--- src/rtl/obstacle_engine.sv ---
// obstacle_engine: frame-rate obstacle scroller, LFSR spawner, scorer
// and sticky player/obstacle collision flag for the VGA picture stage.
//
// Ports:
//   clk, rst_n    system clock, asynchronous active-low reset
//   frame_tick    one-cycle pulse per frame (vertical blank)
//   gamemode      00 initial, 01 in-game, 10 paused, 11 ended
//   player_y      player top y
//   obstacle_x    per slot {left[9:0], right[9:0]}, right exclusive
//   obstacle_y    per slot {top[8:0], bottom[8:0]}, bottom exclusive
//   collision     sticky overlap flag
//   score         obstacles passed, saturating
//
// Build option: define OBSTACLE_COLLISION_EN to build the overlap
// logic; otherwise collision is tied to 0.

module obstacle_engine #(
    parameter int          NUM_OBS     = 10,
    parameter int          SCREEN_W    = 640,
    parameter int          OBS_W       = 40,
    parameter int          SPEED       = 2,
    parameter int          SPAWN_GAP   = 90,
    parameter int          UPPER_BOUND = 20,
    parameter int          LOWER_BOUND = 460,
    parameter int          PLAYER_X    = 160,
    parameter int          PLAYER_SIZE = 40,
    parameter logic [15:0] LFSR_SEED   = 16'hACE1
) (
    input  logic                       clk,
    input  logic                       rst_n,
    input  logic                       frame_tick,
    input  logic [1:0]                 gamemode,
    input  logic [8:0]                 player_y,
    output logic [NUM_OBS-1:0][19:0]   obstacle_x,
    output logic [NUM_OBS-1:0][17:0]   obstacle_y,
    output logic                       collision,
    output logic [15:0]                score
);

    localparam int CW = (SPAWN_GAP > 1) ? $clog2(SPAWN_GAP) : 1;

    localparam logic [CW-1:0] GAP_M1 = CW'(SPAWN_GAP - 1);
    localparam logic [9:0]    SPD    = 10'(SPEED);
    localparam logic [9:0]    SX_L   = 10'(SCREEN_W);
    localparam logic [9:0]    SX_R   = 10'(SCREEN_W + OBS_W);
    localparam logic [9:0]    UB     = 10'(UPPER_BOUND);
    localparam logic [9:0]    LB     = 10'(LOWER_BOUND);

    logic [9:0] left_q  [NUM_OBS];
    logic [9:0] right_q [NUM_OBS];
    logic [8:0] top_q   [NUM_OBS];
    logic [8:0] bot_q   [NUM_OBS];
    logic [9:0] left_d  [NUM_OBS];
    logic [9:0] right_d [NUM_OBS];
    logic [8:0] top_d   [NUM_OBS];
    logic [8:0] bot_d   [NUM_OBS];

    logic [CW-1:0] cnt_q, cnt_d;
    logic [15:0]   score_q, score_d;
    logic [15:0]   lfsr_q, lfsr_d;
    logic          fb;

    logic          clear, run;
    logic          spawn_ok, taken;
    logic [16:0]   sum;
    logic [9:0]    sp_top, sp_bot, sp_bot_raw;

    assign clear = (gamemode == 2'b00);
    assign run   = (gamemode == 2'b01) && frame_tick;

    // Fibonacci taps 16,14,13,11
    assign fb = lfsr_q[15] ^ lfsr_q[13] ^ lfsr_q[12] ^ lfsr_q[10];

    // Spawn geometry, 10-bit before the clamp
    assign sp_top     = UB + {2'b0, lfsr_q[7:0]}
                      + {3'b0, lfsr_q[14:8]};
    assign sp_bot_raw = sp_top + 10'd40
                      + {4'b0, lfsr_q[3:0], 2'b0};
    assign sp_bot     = (sp_bot_raw > LB) ? LB : sp_bot_raw;

    always_comb begin
        left_d   = left_q;
        right_d  = right_q;
        top_d    = top_q;
        bot_d    = bot_q;
        cnt_d    = cnt_q;
        score_d  = score_q;
        lfsr_d   = {lfsr_q[14:0], fb};
        sum      = {1'b0, score_q};
        taken    = 1'b0;
        spawn_ok = (cnt_q >= GAP_M1);
        unique case (1'b1)
            clear: begin
                left_d  = '{default: '0};
                right_d = '{default: '0};
                top_d   = '{default: '0};
                bot_d   = '{default: '0};
                cnt_d   = '0;
                score_d = '0;
            end
            run: begin
                for (int i = 0; i < NUM_OBS; i++) begin
                    if (right_q[i] == '0) begin
                        // first slot empty before this tick
                        if (spawn_ok && !taken) begin
                            taken      = 1'b1;
                            left_d[i]  = SX_L;
                            right_d[i] = SX_R;
                            top_d[i]   = sp_top[8:0];
                            bot_d[i]   = sp_bot[8:0];
                        end
                    end else if (right_q[i] <= SPD) begin
                        left_d[i]  = '0;
                        right_d[i] = '0;
                        top_d[i]   = '0;
                        bot_d[i]   = '0;
                        sum        = sum + 17'd1;
                    end else begin
                        right_d[i] = right_q[i] - SPD;
                        left_d[i]  = (left_q[i] > SPD) ?
                                     left_q[i] - SPD : '0;
                    end
                end
                score_d = sum[16] ? 16'hFFFF : sum[15:0];
                if (!spawn_ok)
                    cnt_d = cnt_q + 1'b1;
                else if (taken)
                    cnt_d = '0;
            end
            default: ;
        endcase
    end

    always_ff @(posedge clk or negedge rst_n) begin
        if (!rst_n) begin
            for (int i = 0; i < NUM_OBS; i++) begin
                left_q[i]  <= '0;
                right_q[i] <= '0;
                top_q[i]   <= '0;
                bot_q[i]   <= '0;
            end
            cnt_q   <= '0;
            score_q <= '0;
            lfsr_q  <= LFSR_SEED;
        end else begin
            left_q  <= left_d;
            right_q <= right_d;
            top_q   <= top_d;
            bot_q   <= bot_d;
            cnt_q   <= cnt_d;
            score_q <= score_d;
            lfsr_q  <= lfsr_d;
        end
    end

`ifdef OBSTACLE_COLLISION_EN
    localparam logic [9:0] PX0 = 10'(PLAYER_X);
    localparam logic [9:0] PX1 = 10'(PLAYER_X + PLAYER_SIZE);
    localparam logic [9:0] PSZ = 10'(PLAYER_SIZE);

    logic       coll_q, coll_d, hit;
    logic [9:0] py0, py1;

    assign py0 = {1'b0, player_y};
    assign py1 = py0 + PSZ;

    always_comb begin
        hit = 1'b0;
        for (int i = 0; i < NUM_OBS; i++) begin
            if (right_q[i] != '0
                && left_q[i] < PX1
                && right_q[i] > PX0
                && {1'b0, top_q[i]} < py1
                && {1'b0, bot_q[i]} > py0)
                hit = 1'b1;
        end
        coll_d = coll_q;
        unique case (1'b1)
            clear:   coll_d = 1'b0;
            run:     coll_d = coll_q | hit;
            default: ;
        endcase
    end

    always_ff @(posedge clk or negedge rst_n) begin
        if (!rst_n)
            coll_q <= 1'b0;
        else
            coll_q <= coll_d;
    end

    assign collision = coll_q;
`else
    logic [9:0] unused_coll;
    assign unused_coll = 10'(PLAYER_X) ^ 10'(PLAYER_SIZE)
                       ^ {1'b0, player_y};
    assign collision = 1'b0;
`endif

    always_comb begin
        for (int i = 0; i < NUM_OBS; i++) begin
            obstacle_x[i] = {left_q[i], right_q[i]};
            obstacle_y[i] = {top_q[i], bot_q[i]};
        end
    end

    assign score = score_q;

endmodule
--- config.mk ---
export PLATFORM = sky130hd
export DESIGN_NAME = obstacle_engine
export DESIGN_NICKNAME = d
export VERILOG_FILES = /design/src/rtl/obstacle_engine.sv
export SDC_FILE = /design/constraint.sdc
export NUM_CORES = 1
export LEC_CHECK = 0
export BUFFER_PORTS_ARGS = -buffer_cell sky130_fd_sc_hd__buf_2
export CORE_ASPECT_RATIO = 0.75
export CORE_MARGIN = 2
export CORE_UTILIZATION = 40
export DETAILED_ROUTE_END_ITERATION = 10
export PLACE_DENSITY = 0.67
export SYNTH_ARGS = -nofsm -noshare
export SYNTH_HDL_FRONTEND = slang
export SYNTH_SLANG_ARGS = --single-unit
--- constraint.sdc ---
create_clock -name clk -period 13.9 [get_ports clk]
set_input_delay 2.78 -clock clk [delete_from_list [all_inputs] [get_ports clk]]
set_output_delay 2.78 -clock clk [all_outputs]
set_load 0.05 [all_outputs]
==> results of run 1 <==
-- cell type report --
class / instances / share of cell area (%)
Multi-Input combinational cell: 2104 / 46.9
Sequential cell: 399 / 35.6
Timing Repair Buffer: 420 / 7.93
Clock buffer: 60 / 4.35
Tap cell: 790 / 3.52
Inverter: 83 / 1.11
Clock inverter: 15 / 0.580
-- through the flow --
stage          hold slack [ns]  cells
5_1_grt                  0.373   3871
2_1_floorplan            0.355   2714
3_3_place_gp             0.359   3796
3_5_place_dp             0.361   3796
4_1_cts                  0.371   3871
6_report                 0.370   3871
-- layer usage --
metal / up-vias / global-route usage, % / part of all wire (%)
met5: - / 0 / 0
met4: 0 / 5.69 / 2.1
met3: 96 / 5.29 / 8.4
met2: 898 / 37.3 / 43
met1: 11300 / 38.8 / 47
li1: 10600 / - / -
-- logic make-up (layout without fill, tap and decap cells) --
kind of cell,Yosys count,in the layout,synth area share [%]
xor+xnor,137,137,5.62
fa+ha+maj,56,56,2.98
simple gates,1055,1055,22.3
mux,11,11,0.506
buf+inv,211,578,3.83
compound gates,824,824,23.0
other cells,1,21,0.0156
flops,399,399,41.7
-- power by group --
part           leakage (nW)  total, mW  switching (mW)  internal [mW]
registers              5.45       1.67           0.305           1.36
logic                  7.07       2.54            1.85          0.683
clock network         0.681       1.16           0.492          0.667
total                  13.2       5.36            2.65           2.71
-- registers in the layout, indices dropped and copies added (netlist names) --
name	flops
score	16
lfsr_q	16
obstacle_x	180
cnt_q	7
obstacle_y	180
-- path summary, 6_finish.rpt --
check	slack, ns	to	startpoint
min in group asynchronous	2.29	obstacle_y[94]$_DFFE_PN0P_	rst_n
worst min register to register	0.37	lfsr_q[7]$_DFF_PN1_	lfsr_q[6]$_DFF_PN1_
max in group asynchronous	9.35	score[2]$_DFFE_PN0P_	rst_n
worst max-delay path	2.51	score[10]$_DFFE_PN0P_	obstacle_x[8]$_DFFE_PN0P_
worst min-delay path	0.37	lfsr_q[7]$_DFF_PN1_	lfsr_q[6]$_DFF_PN1_
worst max register to register	2.51	score[10]$_DFFE_PN0P_	obstacle_x[8]$_DFFE_PN0P_
-- cells in the final DEF (no fill, tap or decap), types with 31 or more instances in the layout --
cell type / n
nor2_1: 222
o21ai_0: 293
nand2_1: 337
o22ai_1: 35
dfrtp_1: 391
o31ai_1: 33
or3_1: 36
nand4_1: 44
ha_1: 54
a21o_1: 31
nand2b_1: 36
inv_1: 83
buf_4: 39
clkbuf_16: 43
xor2_1: 38
nand3_1: 57
nor4_1: 53
xnor2_1: 83
a22o_1: 89
nor3_1: 87
buf_2: 379
a21oi_1: 120
==> results.sh, run 1 <==
export IMPL_seqCellArea_mm2=0.00999
export IMPL_cts_root_buf="clkbuf_16"
export IMPL_worstHoldPathType="flop to flop"
export IMPL_die_x_um=287
export IMPL_cp_end_kind="flop"
export IMPL_insertion_delay_ns=0.57
export IMPL_dr_total_vias=22800
export IMPL_wirelength_mm=81.1
export IMPL_postRouteAntennaNets=0
export IMPL_power_mw=5.36
export IMPL_drt_iter0_drc=1965
export IMPL_fin_skew_ns=0.0188
export IMPL_crit_family="simple AND/OR/NAND/NOR gates"
export IMPL_synth_area_leaders="dfrtp_1 41%, o21ai_0 6.1%, nand2_1 5.3%"
export IMPL_slowest_stage="or4_1"
export IMPL_rows=77
export IMPL_worst_ep_required_time_ns=14.36
export IMPL_fillers=5662
export IMPL_final_max_slew_viol_count=0
export IMPL_crit_type="flop to flop"
export IMPL_setup_viol=0
export IMPL_start_util_pct=40.6
export IMPL_worst_slew_pin_slew_ns=1.22
export IMPL_vias_per_cell=5.90
export IMPL_coreArea_mm2=0.0591
export IMPL_rsz0062_at_grt="false"
export IMPL_yosys_area_top_type_share_pct=40.8
export IMPL_synthArstFlopShare_pct=100
export IMPL_yosysMostFrequentCell="dfrtp_1"
export IMPL_postCtsHoldBufs=0
export IMPL_cts_path_max_buffers=3
export IMPL_post_dp_cell_area_mm2=0.0267
export IMPL_timing_final_ws_setup_ns=2.51
export IMPL_worst_path_buf_inv=1
export IMPL_synth_flop_cell="dfrtp_1"
export IMPL_grt_usage_pct=25.6
export IMPL_fin_crit_sh_pct=81.9
export IMPL_synth_edf_count=0
export IMPL_ys_warn_count=0
export IMPL_cts_inserted_buffers=41
export IMPL_cp_depth=37
export IMPL_grt_pass1_vias=20800
export IMPL_relSlewSlack_pct=18.0
export IMPL_ys_seq_area_share_pct=41.7
export IMPL_final_core_util_pct=47.5
export IMPL_dp_slack_ns=2.72
export IMPL_grt_max_degree=163
export IMPL_n_antenna_cell=0
export IMPL_drt_pass1_iterations=7
export IMPL_dieArea_mm2=0.0619
export IMPL_cts_setup_buffers=0
export IMPL_cp_start_kind="flop"
export IMPL_multi_input_area_mm2=0.0132
export IMPL_powerDensity_mw_per_mm2=191
export IMPL_outcome="complete, no violations"
export IMPL_synth_cells=2694
export IMPL_grt_overflow=0
export IMPL_period_minus_slack_ns=11.39
export IMPL_cap_viol_max_count=0
export IMPL_worstPathMaxFanout=15
export IMPL_clkTransAtPathRegs_ns=0.06
export IMPL_synth_cell_types=115
export IMPL_antenna_found_initial=0
export IMPL_synth_area_per_cell_um2=8.90
export IMPL_die_height_um=216
export IMPL_holdPathStages=0
export IMPL_fin_area_mm2=0.0281
export IMPL_layout_nets=3119
export IMPL_synth_top_area_cell="dfrtp_1"
export IMPL_finalHoldViolCount=0
export IMPL_final_layout_size_suffix_gt1_share_pct=19.5
export IMPL_io_pins=411
export IMPL_hpwl_mm=60.2
export IMPL_synth_common_cells="391 x dfrtp_1, 337 x nand2_1, 293 x o21ai_0, 223 x nor2_1, 121 x a21oi_1"
export IMPL_cts_tree="yes"
export IMPL_numClockSinks=399
export IMPL_syn_area_mm2=0.0240
export IMPL_drt_drc_violations_left=0
export IMPL_worstPathArrival_ns=11.84
export IMPL_fmax_ghz=0.0878
export IMPL_cpMostUsedCell="ha_1"
export IMPL_htreeDepth=2
export IMPL_worstRegToRegCells=37
export IMPL_peakVddDrop_mv=0.217
export IMPL_finalSetupTns_ns=0
export IMPL_wl_per_cell_um=20.9
export IMPL_ys_ff_latch=399
export IMPL_syn_to_final_growth_pct=17.1
export IMPL_io_buffers=380
export IMPL_grt_pass1_wl_mm=126
export IMPL_post_cts_resized=0
export IMPL_gp_congestion=0.880
export IMPL_power_leakage_nw=13.2
export IMPL_critPathMaxStageDelay_ns=0.91
(Power assumes the default switching activity.)
==> run 2, diff against run 1 <==
Settings changed: ABC_AREA set to 1, PLACE_DENSITY 0.67 to 0.69.
Clock period 13.9 ns to 10.2 ns, I/O delays scaled along.
==> run 2 against run 1 <==
  * Flip-flop and latch count is the same
  * Wire length is essentially flat
  * Worst hold slack is essentially flat
  * Final cell count grew 18%
  * Synthesized area grew 2.8%
  * Clock skew is essentially flat
  * Die area grew 2.8%
  * Critical path type unchanged
  * Largest power group unchanged
==> results.sh, run 2 <==
export IMPL_postCtsHoldBufs=0
export IMPL_syn_area_mm2=0.0246
export IMPL_worst_slew_pin_slew_ns=1.15
export IMPL_grt_overflow=0
export IMPL_rows=78
export IMPL_io_pins=411
export IMPL_postRouteAntennaNets=0
export IMPL_post_cts_resized=0
export IMPL_worstHoldStart="lfsr_q[6]$_DFF_PN1_"
export IMPL_finalSetupTns_ns=0
export IMPL_numClockSinks=399
export IMPL_synthArstFlopShare_pct=100
export IMPL_synth_flop_cell="dfrtp_1"
export IMPL_start_util_pct=40.6
export IMPL_drt_pass1_iterations=6
export IMPL_drt_drc_violations_left=0
export IMPL_synth_top_area_cell="dfrtp_1"
export IMPL_final_max_slew_viol_count=0
export IMPL_grt_pass1_wl_mm=128
export IMPL_mostFrequentLayoutCells="677 x nand2_1, 459 x o21ai_0, 434 x nor2_1"
export IMPL_worst_path_buf_inv=5
export IMPL_clkTransAtPathRegs_ns=0.07
export IMPL_cts_inserted_buffers=43
export IMPL_finalHoldViolCount=0
export IMPL_grt_pass1_vias=22300
export IMPL_fin_hold_ws_ns=0.369
export IMPL_worst_ep_required_time_ns=10.65
export IMPL_htreeDepth=2
export IMPL_holdPathStages=0
export IMPL_grt_max_degree=161
export IMPL_coreArea_mm2=0.0607
export IMPL_drt_iter0_drc=1787
export IMPL_antenna_found_initial=3
export IMPL_rr_startpoint="obstacle_x[3]$_DFFE_PN0P_"
export IMPL_syn_to_final_growth_pct=17.3
export IMPL_dieArea_mm2=0.0636
export IMPL_cap_viol_max_count=0
export IMPL_synth_area_per_cell_um2=7.35
export IMPL_cp_start_kind="flop"
export IMPL_fin_area_mm2=0.0289
export IMPL_cts_path_max_buffers=3
export IMPL_ff2ff_setup_slack_ns=2.47
export IMPL_crit_type="flop to flop"
export IMPL_cts_tree="yes"
export IMPL_cp_end_kind="flop"
export IMPL_synth_cell_types=64
export IMPL_critPathMaxStageDelay_ns=0.44
export IMPL_ys_seq_area_share_pct=40.5
export IMPL_peakVddDrop_mv=0.210
export IMPL_rsz0062_at_grt="false"
export IMPL_relSlewSlack_pct=23.2
export IMPL_fin_crit_sh_pct=75.8
export IMPL_fin_skew_ns=0.0187
export IMPL_crit_family="simple AND/OR/NAND/NOR gates"
export IMPL_cts_root_buf="clkbuf_16"
export IMPL_ys_warn_count=0
export IMPL_gp_congestion=0.897
export IMPL_outcome="complete, no violations"
export IMPL_yosysMostFrequentCell="nand2_1"
export IMPL_wirelength_mm=81.1
export IMPL_wl_per_cell_um=17.8
export IMPL_worstHoldPathType="flop to flop"
export IMPL_post_dp_cell_area_mm2=0.0274
export IMPL_ys_ff_latch=399
export IMPL_worstPathMaxFanout=16
export IMPL_final_layout_size_suffix_gt1_share_pct=19.8
export IMPL_crit_start="obstacle_x[3]$_DFFE_PN0P_"
export IMPL_layout_nets=3792
export IMPL_vias_per_cell=5.23
export IMPL_synth_edf_count=0
export IMPL_cp_depth=51
export IMPL_powerDensity_mw_per_mm2=260
export IMPL_fmax_ghz=0.129
export IMPL_final_core_util_pct=47.6
export IMPL_cpMostUsedCell="nand2_1"
export IMPL_synth_cells=3356
export IMPL_grt_usage_pct=25.4
export IMPL_synth_area_leaders="dfrtp_1 40%, nand2_1 10%, o21ai_0 9.3%"
export IMPL_setup_viol=0
export IMPL_cts_setup_buffers=0
export IMPL_yosys_area_top_type_share_pct=39.7
export IMPL_worstPathArrival_ns=8.18
export IMPL_insertion_delay_ns=0.58
export IMPL_hpwl_mm=59.5
export IMPL_dr_total_vias=23800
export IMPL_power_leakage_nw=14.8
export IMPL_final_common_cell="nand2_1"
export IMPL_slowest_stage="dfrtp_1"
export IMPL_period_minus_slack_ns=7.73
export IMPL_synth_common_cells="678 x nand2_1, 460 x o21ai_0, 437 x nor2_1, 391 x dfrtp_1, 358 x inv_1"
export IMPL_io_buffers=380
export IMPL_n_antenna_cell=0
export IMPL_die_x_um=291
export IMPL_die_height_um=219
export IMPL_worstRegToRegCells=51
==> run 2: cell types whose count changed after synthesis, moves of 45 or more <==
cell and change:
a21oi_1 -45, a22o_1 -89, inv_1 +275, inv_2 +48
nand2_1 +341, nand2_2 +70, nand3_1 +128, nor2_1 +214
o21ai_0 +167, xnor2_1 -63
==> run 2: logic make-up after synthesis <==
family	count (synthesis)	share of synthesized area, %
and+or+nand+nor	1644	30.9
other	1	0.0152
AOI/OAI and AO/OA	647	14.2
buffers and inverters	522	8.38
adders and majority gates	56	2.90
DFF	399	40.5
xor gates and xnor gates	87	3.12
==> run 2: worst paths after layout <==
kind / end
setup / recovery: score[3]$_DFFE_PN0P_
hold / removal: lfsr_q[7]$_DFF_PN1_
setup reg to reg: score[3]$_DFFE_PN0P_
min in group asynchronous: obstacle_x[155]$_DFFE_PN0P_
hold reg to reg: lfsr_q[7]$_DFF_PN1_
max in group asynchronous: obstacle_x[14]$_DFFE_PN0P_
==> run 2: cell type report <==
cell class / instances / area, um^2
fillers: 6030 / 31800
flip-flops and latches: 399 / 9990
inverters: 416 / 1560
well taps: 800 / 1000
clock buffers: 62 / 1250
repair buffers: 407 / 2140
multi-input cells: 2455 / 12700
clock inverters: 15 / 245
==> run 2: per-stage QoR <==
step	cells	total power [mW]	worst slack, ns
finish	4554	7.51	2.47
global route	4554	8.01	1.51
CTS	4554	7.53	2.47
detailed placement	4477	5.83	2.49
global placement	4477	5.79	2.54
floorplan	3376	4.91	3.06
==> run 2: power breakdown <==
group | total, mW | internal (mW) | switching (mW) | leakage, nW
logic | 3.60 | 0.948 | 2.65 | 8.64
clock network | 1.67 | 0.984 | 0.686 | 0.735
registers | 2.24 | 1.87 | 0.375 | 5.41
total | 7.51 | 3.80 | 3.71 | 14.8
==> run 2: per-layer routing <==
| layer | wire (um) | global-route usage [%] | share of wire [%] | vias to the layer above |
|---|---|---|---|---|
| li1 | - | - | - | 11700 |
| met1 | 38900 | 37.0 | 48 | 11300 |
| met2 | 34100 | 38.4 | 42 | 750 |
| met3 | 6420 | 5.61 | 7.9 | 93 |
| met4 | 1610 | 5.73 | 2.0 | 0 |
| met5 | 0 | 0 | 0 | - |
==> run 3, diff against run 2 <==
Settings changed: ABC_AREA 1 to 0, PLACE_DENSITY 0.69 to 0.67.
Clock period 10.2 ns to 7.9 ns, I/O delays scaled along.
==> run 3 against run 2 <==
  * The flow now finishes with violations (setup timing)
  * Non-clock buffer count grew 271
  * Die area shrank 2.7%
  * Worst hold slack is essentially flat
  * Wire length grew 4.7%
  * Final cell count shrank 9.4%
  * Power grew 32%
  * Design area grew 5.2%
  * Core utilization grew 3.9 points
  * Fmax shrank 8.4%
  * Largest power group unchanged
==> results.sh, run 3 (synthesis gave the netlist of run 1 again) <==
export IMPL_outcome="finished with violations"
export IMPL_failed_checks="setup timing"
export IMPL_dp_cells=4028
export IMPL_power_leakage_nw=14.6
export IMPL_rows=77
export IMPL_finalHoldViolCount=0
export IMPL_worst_ep_required_time_ns=8.37
export IMPL_insertion_delay_ns=0.58
export IMPL_grt_usage_pct=26.6
export IMPL_dieArea_mm2=0.0619
export IMPL_post_dp_cell_area_mm2=0.0286
export IMPL_fillers=5528
export IMPL_power_mw=9.90
export IMPL_antenna_found_initial=0
export IMPL_mostFrequentLayoutCells="385 x dfrtp_1, 379 x buf_2, 332 x nand2_1"
export IMPL_dr_total_vias=23700
export IMPL_cp_end_kind="flop"
export IMPL_dp_slack_ns=-1.11
export IMPL_final_layout_size_suffix_gt1_share_pct=27.6
export IMPL_fin_hold_ws_ns=0.370
export IMPL_cp_start_kind="flop"
export IMPL_hpwl_mm=63.4
export IMPL_worstPathMaxFanout=5
export IMPL_io_buffers=380
export IMPL_die_x_um=287
export IMPL_grt_pass1_vias=22100
export IMPL_wirelength_mm=84.9
export IMPL_worst_slew_pin_slew_ns=1.28
export IMPL_layout_nets=3378
export IMPL_final_cells=4128
export IMPL_period_minus_slack_ns=8.44
export IMPL_cts_inserted_buffers=42
export IMPL_final_common_cell="dfrtp_1"
export IMPL_clkTransAtPathRegs_ns=0.06
export IMPL_fin_area_mm2=0.0304
export IMPL_htreeDepth=2
export IMPL_peakVddDrop_mv=0.328
export IMPL_wl_per_cell_um=20.6
export IMPL_final_core_util_pct=51.5
export IMPL_grt_overflow=0
export IMPL_drt_drc_violations_left=0
export IMPL_slowest_stage="or4_4"
export IMPL_relSlewSlack_pct=13.9
export IMPL_cts_tree="yes"
export IMPL_fmax_ghz=0.118
export IMPL_numClockSinks=399
export IMPL_finalSetupTns_ns=-8.07
export IMPL_timing_final_ws_setup_ns=-0.544
export IMPL_vias_per_cell=5.75
export IMPL_cap_viol_max_count=0
export IMPL_crit_type="flop to flop"
export IMPL_syn_to_final_growth_pct=26.9
export IMPL_postCtsHoldBufs=0
export IMPL_setup_viol=16
export IMPL_cts_path_max_buffers=3
export IMPL_grt_max_degree=116
export IMPL_critPathMaxStageDelay_ns=0.57
export IMPL_final_max_slew_viol_count=0
export IMPL_grt_pass1_wl_mm=131
export IMPL_worstHoldPathType="flop to flop"
export IMPL_worstPathArrival_ns=8.91
export IMPL_die_height_um=216
export IMPL_drt_pass1_iterations=7
export IMPL_drt_iter0_drc=2052
export IMPL_io_pins=411
export IMPL_fin_skew_ns=0.0145
export IMPL_cpMostUsedCell="buf_4"
export IMPL_powerDensity_mw_per_mm2=325
export IMPL_rsz0062_at_grt="true"
export IMPL_start_util_pct=40.6
export IMPL_coreArea_mm2=0.0591
export IMPL_postRouteAntennaNets=0
export IMPL_fin_crit_sh_pct=107
export IMPL_gp_congestion=0.921
export IMPL_cts_root_buf="clkbuf_16"
==> run 3: critical path: cells and delay by family, from the launching register on <==
| family | cells | cell delay [ns] |
|---|---|---|
| flip-flops | 1 | 0.40 |
| multiplexers | 1 | 0.39 |
| XOR/XNOR | 2 | 0.46 |
| adder cells (fa/ha/maj) | 3 | 0.76 |
| AO/OA/AOI/OAI | 9 | 1.77 |
| AND/OR/NAND/NOR | 12 | 2.87 |
| buffers and inverters | 13 | 1.68 |
==> run 3: report_power, final <==
group	switching, mW	total (mW)	internal [mW]
combinational	3.48	4.99	1.51
sequential	0.466	2.87	2.40
clock	0.876	2.04	1.16
==> run 3: path summary, 6_finish.rpt <==
path,from,cells past startpoint,slack [ns],to
setup reg to reg,obstacle_x[8]$_DFFE_PN0P_,40,-0.54,score[10]$_DFFE_PN0P_
hold / removal,lfsr_q[5]$_DFF_PN1_,0,0.37,lfsr_q[6]$_DFF_PN1_
max in group asynchronous,rst_n,2,5.28,obstacle_y[135]$_DFFE_PN0P_
setup / recovery,obstacle_x[8]$_DFFE_PN0P_,40,-0.54,score[10]$_DFFE_PN0P_
hold reg to reg,lfsr_q[5]$_DFF_PN1_,0,0.37,lfsr_q[6]$_DFF_PN1_
min in group asynchronous,rst_n,1,1.08,obstacle_y[31]$_DFFE_PN0P_
==> run 3: area by class of cell <==
type	count	area [um^2]	share of cell area [%]
Timing Repair Buffer	678	4170	13.7
Clock buffer	61	1200	3.95
Antenna cell	1	2.50	0.00823
Sequential cell	399	10000	32.9
Inverter	83	312	1.02
Multi-Input combinational cell	2104	13600	44.6
Tap cell	790	988	3.25
Clock inverter	12	181	0.596
==> run 3: what timing repair did <==
item	4_1_cts	5_1_grt
endpoints found under the setup margin	16	16
cloned	1	0
pin swaps	14	13
buffers inserted	18	9
gates resized for setup	25	30
==> run 3: layer usage <==
| layer | global-route usage, % | wire length [um] |
|---|---|---|
| met2 | 39.1 | 36500 |
| met4 | 7.07 | 2260 |
| met5 | 0 | 0 |
| met3 | 6.09 | 7200 |
| met1 | 39.1 | 38900 |
